==> src/rtl/fetch_pc.sv <==
// Program counter / next-PC stage: sequential, branch, jump and jr targets,
// stall hold, syscall HALT and a saturating retired-instruction counter.
// Optional misaligned-jr trap when FETCH_ALIGN_CHECK_EN is defined.
module fetch_pc #(
    parameter logic [31:0] RESET_PC = 32'h0000_0000,
    parameter int          IM_AW    = 10
) (
    input  logic             clk,
    input  logic             rst,
    input  logic             stall,
    input  logic [1:0]       npc_sel,
    input  logic             branch_taken,
    input  logic [15:0]      imm16,
    input  logic [25:0]      target26,
    input  logic [31:0]      jr_addr,
    input  logic [31:0]      instr_in,
    output logic [31:0]      pc,
    output logic [31:0]      pc_plus4,
    output logic [IM_AW-1:0] im_addr,
    output logic             halted,
    output logic [31:0]      instr_count,
    output logic             misalign
);

    localparam logic [31:0] SYSCALL_INSTR = 32'h0000_000C;
    localparam logic [31:0] COUNT_MAX     = 32'hFFFF_FFFF;

    typedef enum logic {
        ST_RUN  = 1'b0,
        ST_HALT = 1'b1
    } state_t;

    state_t      state_q, state_d;
    logic [31:0] pc_q, pc_d;
    logic [31:0] cnt_q, cnt_d;
    logic [31:0] pc_plus4_s;
    logic [31:0] br_off_s;
    logic [31:0] npc_s;
    logic [31:0] cnt_inc_s;
    logic        is_syscall_s;
    logic        jr_bad_s;

    // next-PC source selection
    always_comb begin
        pc_plus4_s = pc_q + 32'd4;
        br_off_s   = {{14{imm16[15]}}, imm16, 2'b00};
        case (npc_sel)
            2'b00: npc_s = pc_plus4_s;
            2'b01: begin
                if (branch_taken) begin
                    npc_s = pc_plus4_s + br_off_s;
                end else begin
                    npc_s = pc_plus4_s;
                end
            end
            2'b10: npc_s = {pc_plus4_s[31:28], target26, 2'b00};
            2'b11: npc_s = {jr_addr[31:2], 2'b00};
            default: npc_s = pc_plus4_s;
        endcase
    end

    assign cnt_inc_s    = (cnt_q == COUNT_MAX) ? COUNT_MAX : (cnt_q + 32'd1);
    assign is_syscall_s = (instr_in == SYSCALL_INSTR);

`ifdef FETCH_ALIGN_CHECK_EN
    logic misalign_q, misalign_d;

    assign jr_bad_s = (npc_sel == 2'b11) && (jr_addr[1:0] != 2'b00);

    // misalign flag sets only on the trap edge and then holds until reset
    always_comb begin
        misalign_d = misalign_q;
        if ((state_q == ST_RUN) && !stall && !is_syscall_s && jr_bad_s) begin
            misalign_d = 1'b1;
        end else begin
            misalign_d = misalign_q;
        end
    end

    // misalign flag register
    always_ff @(posedge clk) begin
        if (rst) begin
            misalign_q <= 1'b0;
        end else begin
            misalign_q <= misalign_d;
        end
    end

    assign misalign = misalign_q;
`else
    logic unused_jr_low_s;

    assign jr_bad_s        = 1'b0;
    assign unused_jr_low_s = ^jr_addr[1:0];
    assign misalign        = 1'b0;
`endif

    // RUN/HALT next-state, PC and counter update; syscall wins over the jr trap
    always_comb begin
        state_d = state_q;
        pc_d    = pc_q;
        cnt_d   = cnt_q;
        case (state_q)
            ST_RUN: begin
                if (stall) begin
                    state_d = ST_RUN;
                end else if (is_syscall_s) begin
                    state_d = ST_HALT;
                    cnt_d   = cnt_inc_s;
                end else if (jr_bad_s) begin
                    state_d = ST_HALT;
                end else begin
                    pc_d  = npc_s;
                    cnt_d = cnt_inc_s;
                end
            end
            ST_HALT: state_d = ST_HALT;
            default: state_d = ST_RUN;
        endcase
    end

    // architectural state registers
    always_ff @(posedge clk) begin
        if (rst) begin
            state_q <= ST_RUN;
            pc_q    <= RESET_PC;
            cnt_q   <= 32'd0;
        end else begin
            state_q <= state_d;
            pc_q    <= pc_d;
            cnt_q   <= cnt_d;
        end
    end

    assign pc          = pc_q;
    assign pc_plus4    = pc_plus4_s;
    assign im_addr     = pc_q[IM_AW+1:2];
    assign halted      = (state_q == ST_HALT);
    assign instr_count = cnt_q;

endmodule
==> config.mk <==
export PLATFORM = sky130hd
export DESIGN_NAME = fetch_pc
export DESIGN_NICKNAME = d
export VERILOG_FILES = /design/src/rtl/fetch_pc.sv
export SDC_FILE = /design/constraint.sdc
export NUM_CORES = 1
export LEC_CHECK = 0
export ABC_AREA = 0
export CAP_MARGIN = 40
export CORE_MARGIN = 2
export CORE_UTILIZATION = 47
export CTS_BUF_LIST = sky130_fd_sc_hd__clkbuf_4
export CTS_CLUSTER_DIAMETER = 200
export DETAILED_ROUTE_END_ITERATION = 16
export PLACE_DENSITY = 0.87
export RECOVER_POWER = 25
export SKIP_CTS_REPAIR_TIMING = 1
export SYNTH_ARGS = -nofsm -noshare
export SYNTH_HDL_FRONTEND = slang
export SYNTH_SLANG_ARGS = --single-unit
==> constraint.sdc <==
create_clock -name clk -period 5.1 [get_ports clk]
set_input_delay 0.51 -clock clk [delete_from_list [all_inputs] [get_ports clk]]
set_output_delay 0.51 -clock clk [all_outputs]
set_load 0.02 [all_outputs]
; After elaboration in Yosys (flattened, before gate mapping)
; Index checks and enable logic that the tools add are counted.
[classes]
addsub = 3
eq_ne = 5
muxes = 6
bitwise = 3
reduce_logical = 3
[op_table]
columns = operator, count
row1 = $pmux 32 s4, 1
row2 = $mux 32, 2
row3 = $add 32x1->32 const B, 1
row4 = $add 32x3->32 const B, 1
row5 = $add 32x32->32, 1
row6 = $eq 32x32->1 const B, 1
row7 = $eq 32x4->1 const B, 1
row8 = $eq 2x2->1 const B, 2
row9 = $not 1->1, 3
row10 = $reduce_and 3->1, 1
row11 = $eq 2x1->1 const B, 1
row12 = $logic_not 2->1, 1
row13 = $mux 1, 2
row14 = $pmux 1 s2, 1
row15 = $reduce_and 2->1, 1
[word_totals]
reg_bits = 65
in_bits = 112
out_inout_bits = 108
wordCells = 23

; Depth between registers and ports, before layout
[logic_depth]
ltp_word = 4
ltp_mapped = 18
depth_no_buf = 16

; Least setup slack after synthesis
; No wires, ideal clock.
[synth_timing]
kind = reg2reg
start = register pc_q[2] (netlist: pc[2])
end = register pc_q[31] (netlist: pc[31])
setup_ns = 0.120
arrival_ns = 4.270
required_ns = 4.980
path_slack_ns = 0.710
stages_incl_launch_ff = 17
n_path_buf = 1
synth_period_minus_slack_ns = 4.390
cell_sequence = dfxtp_1 ha_1 inv_1 or3_1 clkbuf_1 nor3_2 nand3_1 xnor2_1 ha_1 a21o_1 a31oi_1 o21ai_0 o311a_1 o2111ai_2 o31ai_1 o32a_1 a211o_1
[synth_via]
elab_chain_len = 4
[synth_rtl]
columns = item, line_no
row1 = "start, declared", 34  ; logic [31:0] pc_q, pc_d;
row2 = "start signal, assigned", 130  ; pc_q <= pc_d;
row3 = $add 32x3->32, 45  ; pc_plus4_s = pc_q + 32'd4;
row4 = via pc_plus4[18], 18  ; output logic [31:0] pc_plus4,
row5 = $add 32x32->32, 51  ; npc_s = pc_plus4_s + br_off_s;
row6 = $mux 32, 50  ; if (branch_taken) begin
row7 = $pmux 32 s4, 47  ; case (npc_sel)
; The timed path passes the listed nets, and every way through them passes these cells.
; A chain may end at the register's enable or synchronous reset.

; Worst setup path in the final report
[layout_timing]
start = register pc_q[2] (netlist: pc[2])
end = register pc_q[31] (netlist: pc[31])
[layout_via]
elab_chain_len = 4
[layout_rtl]
columns = item, line_no
row1 = $add 32x3->32 *, 45
row2 = $add 32x32->32, 51
row3 = $mux 32, 50
row4 = $pmux 32 s4 *, 47
; Every way passes the cells marked *; elsewhere a longest branch is shown, timed or not.

==> results.toml <==
[cts]
insertion_delay_ps = 400
clkTransAtPathRegs_ps = 130
clk_path_buf_depth = 2
cts_root_buf = "clkbuf_4"
ctsHtreeMaxLevel = 3
cts_tree = "done"
cts.sinks = 63
cts_made_buffers = 9

[routing]
wl_per_cell_um = 17.58
drc_errors = 0
vias = 6990
postRouteAntennaNets = 0
via_per_inst = 5.979
drt_pass1_iterations = 6
drt-initial-drc-count = 861
drt_wl_total_um = 20550

[worst_setup_path]
worst-path-max-fanout = 8
required_ps = 5410
crit_path_max_incr_delay_ps = 530
worst-setup-path-type = "flop to flop"
critPathSlowestCell = "or3_1"
cp.arrival_ps = 5010
worst_setup_path_end_kind = "flop"
reg2reg_slack_ps = 410
r2r_start = "pc[2]$_SDFFE_PP0P_"
reg2reg_to = "pc[31]$_SDFFE_PP0P_"
start_kind = "flop"
cp.depth = 16
crit_path_frequent_cell = "ha_1"
cp.buffers_inverters = 1
crit_start = "pc[2]$_SDFFE_PP0P_"
crit_chain = "ha_1 -> inv_1 -> or3_1 -> nor3_2 -> nand3_1 -> xnor2_1 -> ha_1 -> nand4_2 -> nor4_1 -> o211a_1 -> o311a_1 -> o2111ai_2 -> nand2_1 -> o31ai_1 -> o32a_1 -> a211o_1"
critPathTopFamily = "simple AND/OR/NAND/NOR gates"
ff2ff_path_depth = 16

[layout]
area_delta_synth_final_pct = 39.95
fin_cells = 1169
final_design_area_no_fill_mm2 = 0.008354
fin_nets = 1141
final_util = 0.6674
n_antenna_cell = 0
layout-drive-gt1-share = 0.05316

[sta]
finalHoldViolations = 0
finClkSkew_ps = 21.53
tns_ps = 0
finalCritPeriodShare = 0.9202
setup_viol = 0
rsz0062_at_grt = "false"
fmax_mhz = 213.1
hold_ws_ps = 508.3
timing.final.crit_period_ps = 4693
timing.slew.headroom = 0.5071
maxSlewViolCount = 0
worst-slew-pin-transition_ps = 736.6

[hold_path]
hold_depth = 1
hold_path.class = "flop to flop"
min_from = "instr_count[24]$_SDFFE_PP0P_"
hold_path_end = "instr_count[24]$_SDFFE_PP0P_"

[floorplan]
num_io_pins = 220
die_y_um = 116.7
die_area_mm2 = 0.01362
core_area_mm2 = 0.01252
initial_core_util = 0.4769
die_x_um = 116.7
placementRows = 41

[yosys]
synth.top_cell.area_share = 0.2113
syn_avg_cell_area_um2 = 7.425
postSynthCellCount = 804
netlist_area_mm2 = 0.005969
ys_types = 72
ys_top_cells_by_count = "a21oi_1, nor2_1, nand2_1"
synth_warnings = 0
yosysMostFrequentCell = "a21oi_1"
async_flop_share = 0
synthTopCellsByArea = "dfxtp_1, ha_1, a21oi_1, xnor2_1, xor2_1"
ys_seq_elements = 63
yosysTopAreaCell = "dfxtp_1"
ys.flop_type = "dfxtp_1"
ys_seq_area_frac = 0.2113
synth_edf_count = 0

[pwr]
peakVddDrop_mv = 0.1307
power_density_mw_per_mm2 = 195.0
p_leak_nw = 3.358

[grt]
grt_overflow = 0
grt_usage = 0.2920
antenna_found_initial = 0
grt_max_degree = 66
grt_pass1_wl_um = 31950
grt_pass1_vias = 6389

[outcome]
status = "finished clean"

[job]
cap_viol_max_count = 0

[placement]
dp_hpwl_um = 15530
gp_congestion = 0.9198
port_buffers = 212
placed_cell_area_mm2 = 0.008167
place_inst = 1153
stage by stage:
step	power (mW)	setup WS, ps
floorplan	0.9201	710.0
global placement	1.167	584.6
detailed placement	1.175	516.4
CTS	1.622	484.7
global route	1.704	210.2
finish	1.629	407.2
per-layer routing:
layer	global-route usage	part of all wire	wire [µm]	vias up
li1	-	-	-	3328
met1	0.3916	0.41	8380	3231
met2	0.4798	0.47	9636	387
met3	0.04722	0.10	2059	44
met4	0.09490	0.023	478	0
met5	0	0	0	-
registers in the layout, indices dropped and copies added (netlist names):
register     flops
halted           1
pc              30
instr_count     32
layout make-up:
class	count	area, µm²
clock inverter	7	120.1
tap	172	215.2
multi-input combinational	672	4390
fill	1089	4163
inverter	20	75.07
sequential	63	1261
clock buffer	9	67.56
timing repair buffer	226	2225
worst max path at each step:
| stage | slack (ps) | to |
|---|---|---|
| final | 410 | pc[31]$_SDFFE_PP0P_ |
| after global routing | 210 | pc[31]$_SDFFE_PP0P_ |
| after CTS | 480 | pc[31]$_SDFFE_PP0P_ |
| after detailed placement | 520 | pc[31]$_SDFFE_PP0P_ |
| after global placement | 580 | pc[31]$_SDFFE_PP0P_ |
| after floorplan | 710 | pc[31]$_SDFFE_PP0P_ |
kinds of logic after synthesis:
family / share of synthesized area
multiplexers: 0.02809
buffers and inverters: 0.05659
XOR/XNOR: 0.1100
flip-flops: 0.2113
AND/OR/NAND/NOR: 0.2456
other: 0.0006282
adder cells (fa/ha/maj): 0.07881
AO/OA/AOI/OAI: 0.2689
where the power goes:
group / switching (mW) / leakage [nW] / total [mW] / internal [mW]
clock: 0.204 / 0.0965 / 0.454 / 0.250
sequential: 0.0341 / 0.513 / 0.545 / 0.511
combinational: 0.334 / 2.75 / 0.630 / 0.295
total: 0.572 / 3.36 / 1.63 / 1.06
layout by cell type (no fill, tap or decap), drive strengths merged, types with 7 or more instances in the layout:
master         Yosys  layout
clkdlybuf4s50      0     169
a21oi             86      86
nor2              84      84
nand2             65      65
dfxtp             63      63
o21ai             45      45
dlygate4sd3        0      41
xnor2             38      38
xor2              37      37
ha                36      36
nand3             30      30
nor3              25      25
inv               19      20
nand4             18      18
a21o              16      16
a211oi            16      16
buf               27      16
nor4              14      14
nand2b            12      12
and3              11      11
mux2i             10      10
a221oi            10      10
clkbuf            26       9
a221o              8       8
a31oi              8       8
and2               7       7
o31ai              7       7
Power figures use the tool's default switching activity.
